### src/rtl/spi_pkg.sv
// Shared types and constants for the multi-frame SPI master.
package spi_pkg;

   typedef enum logic [2:0] {
      IDLE  = 3'd0,
      SETUP = 3'd1,
      XFER  = 3'd2,
      HOLD  = 3'd3,
      DONE  = 3'd4
   } spi_state_t;

   // {cpol, cpha}
   localparam logic [1:0] SPI_MODE0 = 2'b00;
   localparam logic [1:0] SPI_MODE1 = 2'b01;
   localparam logic [1:0] SPI_MODE2 = 2'b10;
   localparam logic [1:0] SPI_MODE3 = 2'b11;

   function automatic int bit_cnt_w(input int total_bits);
      return $clog2(total_bits) + 1;
   endfunction

endpackage

### src/rtl/spi_clk_gen.sv
// SCL half-period timebase: half_tick every clk_div+1 cycles, plus leading and
// trailing edge strobes derived from the current SCL level against cpol.
module spi_clk_gen #(
   parameter int DIV_W = 8
) (
   input  logic             clk,
   input  logic             rstn,
   input  logic             clr,
   input  logic             run,
   input  logic             xfer,
   input  logic             cpol,
   input  logic             scl,
   input  logic [DIV_W-1:0] clk_div,
   output logic             half_tick,
   output logic             lead,
   output logic             trail
);

   logic [DIV_W-1:0] cnt_r;

   // Half-period counter, restarted whenever a new transfer is accepted
   always_ff @(posedge clk or negedge rstn) begin
      if (!rstn) begin
         cnt_r <= '0;
      end else if (clr) begin
         cnt_r <= '0;
      end else if (run) begin
         if (cnt_r == clk_div) begin
            cnt_r <= '0;
         end else begin
            cnt_r <= cnt_r + DIV_W'(1);
         end
      end else begin
         cnt_r <= '0;
      end
   end

   // An edge leaving the idle level is the leading one
   always_comb begin
      half_tick = run && (cnt_r == clk_div);
      lead      = half_tick && xfer && (scl == cpol);
      trail     = half_tick && xfer && (scl != cpol);
   end

endmodule

### src/rtl/spi_master_mf.sv
// Multi-frame SPI master: 1..MAX_FRAMES frames of FRAME_W bits, any CPOL/CPHA.
// Optional SPI_MST_LSB_FIRST_EN adds lsb_first for per-frame LSB-first order.
module spi_master_mf
   import spi_pkg::*;
#(
   parameter  int FRAME_W    = 8,
   parameter  int MAX_FRAMES = 16,
   parameter  int NUM_SS     = 2,
   parameter  int DIV_W      = 8,
   localparam int TOT_W      = FRAME_W * MAX_FRAMES,
   localparam int LEN_W      = $clog2(MAX_FRAMES),
   localparam int SS_W       = (NUM_SS > 1) ? $clog2(NUM_SS) : 1
) (
   input  logic              clk,
   input  logic              rstn,
   input  logic [TOT_W-1:0]  tx_buf,
   input  logic              start,
   input  logic [LEN_W-1:0]  len,
   input  logic              cpol,
   input  logic              cpha,
   input  logic [SS_W-1:0]   ss_sel,
   input  logic [DIV_W-1:0]  clk_div,
`ifdef SPI_MST_LSB_FIRST_EN
   input  logic              lsb_first,
`endif
   output logic [TOT_W-1:0]  rx_buf,
   output logic              busy,
   output logic              done,
   output logic              scl,
   output logic [NUM_SS-1:0] ss_n,
   output logic              mosi,
   input  logic              miso
);

   localparam int POS_W = $clog2(TOT_W);
   localparam int BI_W  = $clog2(FRAME_W);
   localparam int BC_W  = bit_cnt_w(TOT_W);

   spi_state_t          state_r;
   logic [TOT_W-1:0]    sh_tx_r;
   logic [LEN_W-1:0]    sh_len_r;
   logic                sh_cpol_r;
   logic                sh_cpha_r;
   logic [DIV_W-1:0]    sh_div_r;
   logic                sh_lsb_r;
   logic [BC_W-1:0]     bit_cnt_r;
   logic [LEN_W-1:0]    fr_r;
   logic [BI_W-1:0]     bi_r;
   logic [TOT_W-1:0]    rx_buf_r;
   logic                busy_r;
   logic                done_r;
   logic                scl_r;
   logic [NUM_SS-1:0]   ss_n_r;
   logic                mosi_r;

   logic                lsb_in_s;
   logic                accept_s;
   logic                run_s;
   logic                xfer_s;
   logic                half_tick_s;
   logic                lead_s;
   logic                trail_s;
   logic                first_bit_s;
   logic [NUM_SS-1:0]   ss_dec_s;
   logic [LEN_W-1:0]    nxt_fr_s;
   logic [BI_W-1:0]     nxt_bi_s;
   logic [POS_W-1:0]    pos_cur_s;
   logic [POS_W-1:0]    pos_nxt_s;
   logic [BC_W-1:0]     last_s;

`ifdef SPI_MST_LSB_FIRST_EN
   assign lsb_in_s = lsb_first;
`else
   assign lsb_in_s = 1'b0;
`endif

   // Flat buffer position of bit bi of frame fr; frame 0 occupies the top bits
   function automatic logic [POS_W-1:0] bit_pos(input logic [LEN_W-1:0] fr,
                                                input logic [BI_W-1:0]  bi,
                                                input logic             lsb);
      int p;
      if (lsb) begin
         p = TOT_W - FRAME_W - int'(fr) * FRAME_W + int'(bi);
      end else begin
         p = TOT_W - 1 - int'(fr) * FRAME_W - int'(bi);
      end
      return POS_W'(p);
   endfunction

   // Bit position bookkeeping and select decode
   always_comb begin
      accept_s    = (state_r == IDLE) && start;
      run_s       = (state_r == SETUP) || (state_r == XFER) || (state_r == HOLD);
      xfer_s      = (state_r == XFER);
      first_bit_s = lsb_in_s ? tx_buf[TOT_W-FRAME_W] : tx_buf[TOT_W-1];
      last_s      = BC_W'((int'(sh_len_r) + 1) * FRAME_W - 1);
      if (bi_r == BI_W'(FRAME_W - 1)) begin
         nxt_bi_s = '0;
         nxt_fr_s = fr_r + LEN_W'(1);
      end else begin
         nxt_bi_s = bi_r + BI_W'(1);
         nxt_fr_s = fr_r;
      end
      pos_cur_s = bit_pos(fr_r, bi_r, sh_lsb_r);
      pos_nxt_s = bit_pos(nxt_fr_s, nxt_bi_s, sh_lsb_r);
      ss_dec_s  = '1;
      for (int i = 0; i < NUM_SS; i++) begin
         if (ss_sel == SS_W'(i)) begin
            ss_dec_s[i] = 1'b0;
         end else begin
            ss_dec_s[i] = 1'b1;
         end
      end
   end

   spi_clk_gen #(.DIV_W(DIV_W)) u_clk_gen (
      .clk       (clk),
      .rstn      (rstn),
      .clr       (accept_s),
      .run       (run_s),
      .xfer      (xfer_s),
      .cpol      (sh_cpol_r),
      .scl       (scl_r),
      .clk_div   (sh_div_r),
      .half_tick (half_tick_s),
      .lead      (lead_s),
      .trail     (trail_s)
   );

   // Transfer sequencer with registered pin and status outputs
   always_ff @(posedge clk or negedge rstn) begin
      if (!rstn) begin
         state_r   <= IDLE;
         sh_tx_r   <= '0;
         sh_len_r  <= '0;
         sh_cpol_r <= 1'b0;
         sh_cpha_r <= 1'b0;
         sh_div_r  <= '0;
         sh_lsb_r  <= 1'b0;
         bit_cnt_r <= '0;
         fr_r      <= '0;
         bi_r      <= '0;
         rx_buf_r  <= '0;
         busy_r    <= 1'b0;
         done_r    <= 1'b0;
         scl_r     <= 1'b0;
         ss_n_r    <= '1;
         mosi_r    <= 1'b0;
      end else begin
         done_r <= 1'b0;
         case (state_r)
            IDLE: begin
               scl_r  <= cpol;
               busy_r <= 1'b0;
               if (start) begin
                  sh_tx_r   <= tx_buf;
                  sh_len_r  <= len;
                  sh_cpol_r <= cpol;
                  sh_cpha_r <= cpha;
                  sh_div_r  <= clk_div;
                  sh_lsb_r  <= lsb_in_s;
                  bit_cnt_r <= '0;
                  fr_r      <= '0;
                  bi_r      <= '0;
                  ss_n_r    <= ss_dec_s;
                  mosi_r    <= cpha ? 1'b0 : first_bit_s;
                  busy_r    <= 1'b1;
                  state_r   <= SETUP;
               end else begin
                  state_r <= IDLE;
               end
            end
            SETUP: begin
               scl_r <= sh_cpol_r;
               if (half_tick_s) begin
                  state_r <= XFER;
               end else begin
                  state_r <= SETUP;
               end
            end
            XFER: begin
               if (half_tick_s) begin
                  scl_r <= ~scl_r;
               end else begin
                  scl_r <= scl_r;
               end
               if (lead_s) begin
                  if (sh_cpha_r) begin
                     mosi_r <= sh_tx_r[pos_cur_s];
                  end else begin
                     rx_buf_r[pos_cur_s] <= miso;
                  end
               end else if (trail_s) begin
                  if (sh_cpha_r) begin
                     rx_buf_r[pos_cur_s] <= miso;
                  end
                  if (bit_cnt_r == last_s) begin
                     state_r <= HOLD;
                  end else begin
                     bit_cnt_r <= bit_cnt_r + BC_W'(1);
                     fr_r      <= nxt_fr_s;
                     bi_r      <= nxt_bi_s;
                     if (!sh_cpha_r) begin
                        mosi_r <= sh_tx_r[pos_nxt_s];
                     end
                  end
               end
            end
            HOLD: begin
               scl_r <= sh_cpol_r;
               if (half_tick_s) begin
                  ss_n_r  <= '1;
                  state_r <= DONE;
               end else begin
                  state_r <= HOLD;
               end
            end
            DONE: begin
               done_r  <= 1'b1;
               busy_r  <= 1'b0;
               mosi_r  <= 1'b0;
               state_r <= IDLE;
            end
            default: begin
               busy_r  <= 1'b0;
               ss_n_r  <= '1;
               state_r <= IDLE;
            end
         endcase
      end
   end

   assign rx_buf = rx_buf_r;
   assign busy   = busy_r;
   assign done   = done_r;
   assign scl    = scl_r;
   assign ss_n   = ss_n_r;
   assign mosi   = mosi_r;

endmodule

### config.mk
export PLATFORM = sky130hd
export DESIGN_NAME = spi_master_mf
export DESIGN_NICKNAME = d
export VERILOG_FILES = /design/src/rtl/spi_pkg.sv /design/src/rtl/spi_clk_gen.sv /design/src/rtl/spi_master_mf.sv
export SDC_FILE = /design/constraint.sdc
export NUM_CORES = 1
export LEC_CHECK = 0
export ABC_AREA = 1
export CORE_MARGIN = 2
export CORE_UTILIZATION = 49
export CTS_CLUSTER_SIZE = 40
export DETAILED_ROUTE_END_ITERATION = 10
export PLACE_DENSITY_LB_ADDON = 0.12
export SYNTH_ARGS = -nofsm -noshare
export SYNTH_HDL_FRONTEND = slang
export SYNTH_SLANG_ARGS = --single-unit
### constraint.sdc
create_clock -name clk -period 2.1 [get_ports clk]
set_input_delay 0.42 -clock clk [delete_from_list [all_inputs] [get_ports clk]]
set_output_delay 0.42 -clock clk [all_outputs]
set_load 0.05 [all_outputs]
==> results of run 1 <==
[layout by cell type (no fill, tap or decap), drive strengths merged, types with 2 or more instances in the layout]
master	synthesis	layout
a21oi	4	4
a31oi	2	2
buf	55	126
bufinv	0	2
clkbuf	53	54
clkdlybuf4s50	0	153
clkinv	0	10
dfrtp	300	300
dfstp	2	2
dlygate4sd2	0	91
dlymetal6s2s	0	31
ha	7	7
inv	432	434
nand2	924	924
nand3	129	129
nand4	8	8
nor2	75	75
nor3	13	13
o211ai	21	21
o21ai	296	296
or2	3	3
xnor2	4	4
xor2	12	12
[cell type report]
type / instances / area share (%)
Clock buffer: 47 / 4.27
Clock inverter: 14 / 0.600
Inverter: 432 / 7.37
Multi-Input combinational cell: 1504 / 31.8
Sequential cell: 302 / 33.9
Tap cell: 442 / 2.48
Timing Repair Buffer: 409 / 19.5
Timing Repair inverter: 1 / 0.0393
[path summary, 6_finish.rpt]
check / slack [ns] / cells after the start / endpoint / from
hold / removal: 0.40 / 2 / rx_buf[84] / rstn
setup reg to reg: -0.13 / 12 / mosi / sh_len_r[1]
max in group asynchronous: 0.98 / 3 / ss_n[0] / rstn
setup / recovery: -0.13 / 12 / mosi / sh_len_r[1]
hold reg to reg: 0.49 / 2 / ss_n[0] / ss_n[0]
min in group clk: 0.44 / 3 / sh_tx_r[125] / tx_buf[125]
[layer usage]
layer / up-vias / GRT usage [%] / routed length (microns)
met5: - / 0 / 0
met4: 0 / 9.25 / 1570
met3: 106 / 3.80 / 3310
met2: 590 / 45.9 / 23400
met1: 7434 / 36.0 / 20600
li1: 7795 / - / -
[stage by stage]
| stage | hold WS (ns) | area (sq um) | setup TNS, ns | setup slack (ns) |
|---|---|---|---|---|
| finish | 0.404 | 22300 | -0.319 | -0.125 |
| global route | 0.428 | 22300 | -7.25 | -0.213 |
| CTS | 0.403 | 21400 | -0.166 | -0.113 |
| detailed placement | 0.343 | 20300 | -0.771 | -0.165 |
| global placement | 0.343 | 20300 | -0.124 | -0.124 |
| floorplan | 0.124 | 16400 | 0 | 0.0225 |
[cell families after synthesis]
logic type	Yosys count
AOI/OAI and AO/OA	327
and+or+nand+nor	1154
buffers and inverters	540
adders and majority gates	7
xor gates and xnor gates	16
DFF	302
[power groups by stage]
| stage | Sequential, W | Combinational, W | Clock (W) |
|---|---|---|---|
| 2_1_floorplan | 0.00593 | 0.0000324 | 0 |
| 3_3_place_gp | 0.00593 | 0.000479 | 0 |
| 3_5_place_dp | 0.00593 | 0.000481 | 0 |
| 4_1_cts | 0.00582 | 0.000485 | 0.00593 |
| 5_1_grt | 0.00582 | 0.000519 | 0.00618 |
| 6_report | 0.00582 | 0.000476 | 0.00583 |
[what timing repair did]
item / CTS / global route
endpoints found under the setup margin: 171 / 183
endpoints found under the hold margin: 31 / 0
pin swaps: 7 / 30
resized for setup: 117 / 178
hold buffers: 1 / 0
setup buffers: 5 / 14
gates cloned: 1 / 10
[critical path: stages (launching register included)]
cell	delay, ns
dfrtp_2	0.47
ha_4	0.32
xor2_2	0.15
nor2_1	0.05
nor2_1	0.09
nand3_1	0.08
nor2_1	0.13
nand3_1	0.11
nand2_2	0.11
buf_4	0.12
nand3_1	0.08
a21oi_1	0.34
a21oi_2	0.05
[flip-flops by register name, summed over array words and instances, names as in the netlist, 2 cells and up]
name,cells
bi_r,3
bit_cnt_r,8
fr_r,4
rx_buf,128
sh_div_r,8
sh_len_r,4
sh_tx_r,128
ss_n,2
state_r,3
u_clk_gen.cnt_r,8
==> impl_metrics.yaml, run 1 <==
outcome:
  status: "finished with violations"
  failed_checks: "negative setup slack"
synthesis:
  seq_area_frac_synth_pct: 46.2
  synthCells: 2346
  synth-simple-area-share_pct: 28.8
  ys.warnings.count: 0
  synth_xor_area_share_pct: 0.857
  synthMuxAreaShare_pct: 0
  synth_area_sq_um: 16400
  synthArstFlopShare_pct: 100
  synth_fa_ha_area_share_pct: 0.536
  synth_top_cell_area_share_pct: 45.9
  synth_area_leaders: "dfrtp_1 46%, nand2_1 21%, inv_1 9.8%"
  synth.most_common_cell: "nand2_1"
  synth_edf_count: 0
  synth.avg_cell_area_sq_um: 6.97
  ys_types: 37
  synth-seq-cells: 302
  synth_compound_area_share_pct: 10.5
  synth_largest_area_cell: "dfrtp_1"
  ys.flop_type: "dfrtp_1"
  synth_top_family_by_area: "simple AND/OR/NAND/NOR gates"
  netlist_top_cells_count: "923 x nand2_1, 426 x inv_1, 300 x dfrtp_1"
  synth_fp_nets: 2500
placed_design:
  io_buffers: 280
  dp.cells: 3059
  place_congestion: 0.896
  hpwl_microns: 33300
sta:
  clock_skew_ns: 0.0147
  tightest_slew_ns: 0.661
  hold_viol_final: 0
  finalSetupViolCount: 11
  fmax_ghz: 0.449
  fin_ws_ns: -0.125
  slew_headroom_pct: 55.8
  layout_min_cycle_time_ns: 2.23
  period_share_pct: 106
  rsz0062_at_grt: "true"
  slew_viol_final: 0
clock_network:
  cts_buffer_depth: 3
  cts_tree: "yes"
  htreeDepth: 2
  clk_pin_slew_ns: 0.06
  cts-root-buf: "clkbuf_16"
  clkSinkCount: 302
  numCtsBuffers: 35
  clock_latency_ns: 0.52
layout:
  fin_util_pct: 68.2
  stdcell_count: 3151
  antennaDiodeCount: 0
  drive_above_1_share_pct: 11.3
  syn2layout_area_growth_pct: 36.3
  nFillCells: 2767
  multi_input_comb_area_sq_um: 7080
  nets: 2839
  ff_latch_area_sq_um: 7570
global_routing:
  grt_pass1_wl_microns: 77400
  grt_usage_pct: 27.2
  grt_pass1_vias: 15367
  grt_start_max_net_pins: 129
  antenna_found_initial: 0
  grt-ovfl-total: 0
power:
  p_clk_share_pct: 48.1
  total_leakage_power_nw: 13.5
  internal-power_w: 0.00952
  p_comb_share_pct: 3.9
  powerDensity_nw_per_um2: 544
  p_sw_w: 0.00262
  switching_share_pct: 21.6
  power_w: 0.0121
  peakVddDrop_v: 0.000381
  pwr-share-seq_pct: 48.0
routing:
  dr.pass1.iters: 5
  num_vias: 15925
  viasPerCell: 5.05
  drc_errors: 0
  postRouteWirelength_microns: 48900
  drt-wirelength-per-cell_microns: 15.5
  ant_nets: 0
  drtIter0Drc: 1290
critical_path:
  start_kind: "flip-flop"
  crit_path_end_kind: "flip-flop"
  crit_fanout: 4
  required_ns: 2.48
  crit_type: "reg2reg"
  crit_arrival_ns: 2.60
floorplan:
  start_util_pct: 50.0
  num_rows: 66
  die_h_microns: 187
  die-area_sq_um: 34800
  die-width_microns: 187
  io_pins: 281
  core_sq_um: 32700
hold_path:
  hold_class: "in2async"
flow_run:
  drv_cap: 0
(Power assumes the default switching activity.)
==> run 2: changes to the inputs <==
--- a/config.mk
+++ b/config.mk
@@ -7,10 +7,10 @@
 export LEC_CHECK = 0
 export ABC_AREA = 1
 export CORE_MARGIN = 2
-export CORE_UTILIZATION = 49
+export CORE_UTILIZATION = 37
 export CTS_CLUSTER_SIZE = 40
 export DETAILED_ROUTE_END_ITERATION = 10
-export PLACE_DENSITY_LB_ADDON = 0.12
+export REMOVE_ABC_BUFFERS = 1
 export SYNTH_ARGS = -nofsm -noshare
 export SYNTH_HDL_FRONTEND = slang
 export SYNTH_SLANG_ARGS = --single-unit
==> run 2 against run 1 <==
Register-to-register slack improved by 0.05 ns. Non-clock buffer count is 17 higher. Critical path depth grew 2. Routed wire length grew 11%. Via count is 0.58% higher. Sequential power barely moved. Die area is 32% higher. The flow still finishes with violations (negative setup slack). Utilization down 15 points. Critical path type unchanged. Global-route usage down 4.9 points. Cell count grew 5.5%. Clock power rose by 12%. Flip-flop and latch count unchanged.
==> impl_metrics.yaml, run 2 (synthesized netlist as in run 1, its figures left out) <==
sta:
  slew_headroom_pct: 48.0
  fmax_ghz: 0.461
  timing.hold.ws_ns: 0.401
  slew_viol_final: 0
  finalSetupViolCount: 13
  hold_viol_final: 0
  period_share_pct: 103
  tns_ns: -0.153
  fin_ws_ns: -0.0702
  layout_min_cycle_time_ns: 2.17
  rsz0062_at_grt: "true"
  tightest_slew_ns: 0.779
  clock_skew_ns: 0.0162
floorplan:
  core_sq_um: 43900
  die_h_microns: 214
  num_rows: 77
  start_util_pct: 37.2
  die-width_microns: 214
  die-area_sq_um: 45900
  io_pins: 281
clock_network:
  htreeDepth: 2
  clkSinkCount: 302
  cts-root-buf: "clkbuf_16"
  numCtsBuffers: 38
  clock_latency_ns: 0.55
  cts_tree: "yes"
  cts_buffer_depth: 3
  clk_pin_slew_ns: 0.06
flow_run:
  drv_cap: 0
critical_path:
  r2r_setup_slack_ns: -0.07
  start_kind: "flip-flop"
  crit_path_end_kind: "flip-flop"
  crit_slowest_cell: "dfrtp_4"
  required_ns: 2.53
  crit_arrival_ns: 2.60
  slowest_delay_ns: 0.49
  crit_type: "reg2reg"
  crit_top_cell: "nand3_1"
  crit_path_cell_trace: "ha_4, ha_4, nor2_4, buf_4, buf_6, nand3_1, nand3_1, nand3_1, nand3_1, nand3_1, nand3_1, nand3_2, nand3_1, a21oi_1"
  crit_fanout: 6
layout:
  nFillCells: 4224
  nets: 2859
  layout_commonest_cell: "nand2_1"
  syn2layout_area_growth_pct: 42.2
  antennaDiodeCount: 0
  final_cell_mix: "817 x nand2_1, 419 x inv_1, 298 x dfrtp_1"
  drive_above_1_share_pct: 16.9
  stdcell_area_sq_um: 23200
routing:
  drc_errors: 0
  drt-wirelength-per-cell_microns: 16.3
  ant_nets: 0
  drtIter0Drc: 1194
  dr.pass1.iters: 5
  postRouteWirelength_microns: 54000
  viasPerCell: 4.82
  num_vias: 16017
placed_design:
  io_buffers: 280
  post_dp_cell_area_sq_um: 20600
  hpwl_microns: 36000
  place_congestion: 0.894
  place_ws_ns: -0.181
outcome:
  failed_checks: "negative setup slack"
  status: "finished with violations"
global_routing:
  grt_pass1_vias: 15211
  antenna_found_initial: 0
  grt_usage_pct: 22.3
  grt-ovfl-total: 0
  grt_pass1_wl_microns: 82000
  grt_start_max_net_pins: 129
power:
  peakVddDrop_v: 0.000405
  total_leakage_power_nw: 13.8
  power_w: 0.0129
  powerDensity_nw_per_um2: 554
hold_path:
  hold_class: "in2reg"
==> run 2: metal layers <==
metal	GRT usage (%)	wire, microns	vias to the layer above
li1	-	-	7854
met1	31.0	24600	7598
met2	35.8	25200	477
met3	3.60	2830	88
met4	6.57	1440	0
met5	0	0	-
==> run 2: repair_timing <==
action                                  in CTS  in global routing
endpoints found under the setup margin     219                145
hold buffers                                 1                  0
hold endpoints to repair                    45                  0
cloned                                       3                  8
gates resized for setup                    177                308
pin swaps                                   16                 34
setup buffers                                9                 11
==> run 2: path summary, 6_finish.rpt <==
check                             from  cells past startpoint           to
setup / recovery               bi_r[0]                     14         mosi
hold / removal              tx_buf[71]                      3  sh_tx_r[71]
hold reg to reg            sh_tx_r[39]                      2  sh_tx_r[39]
setup reg to reg               bi_r[0]                     14         mosi
max in group asynchronous         rstn                      3  rx_buf[125]
min in group asynchronous         rstn                      2  sh_tx_r[62]
==> run 2: power by group <==
group	switching (W)	internal, W
Combinational	0.000238	0.000272
Clock	0.00261	0.00393
Sequential	0	0.00582
==> run 2: worst max-delay path: cells and delay by family (launching register included) <==
family	cells	cell delay, ns
adders and majority gates	2	0.34
and+or+nand+nor	9	0.87
AOI/OAI and AO/OA	1	0.06
buffers and inverters	2	0.28
DFF	1	0.49
==> run 2: cell type report <==
class                   count  area [sq um]  area share, %
multi-input cells        1504          7620           32.8
flip-flops and latches    302          7560           32.5
repair buffers            426          4410           19.0
inverters                 432          1660           7.14
clock buffers              56          1120           4.82
well taps                 592           741           3.19
clock inverters            10           110          0.474
repair inverters            1          16.3         0.0700
==> run 2: stage by stage <==
stage / std cells / util, %
finish: 3323 / 52.9
global route: 3323 / 52.9
CTS: 3304 / 49.9
detailed placement: 3225 / 46.9
global placement: 3225 / 46.9
floorplan: 2238 / -
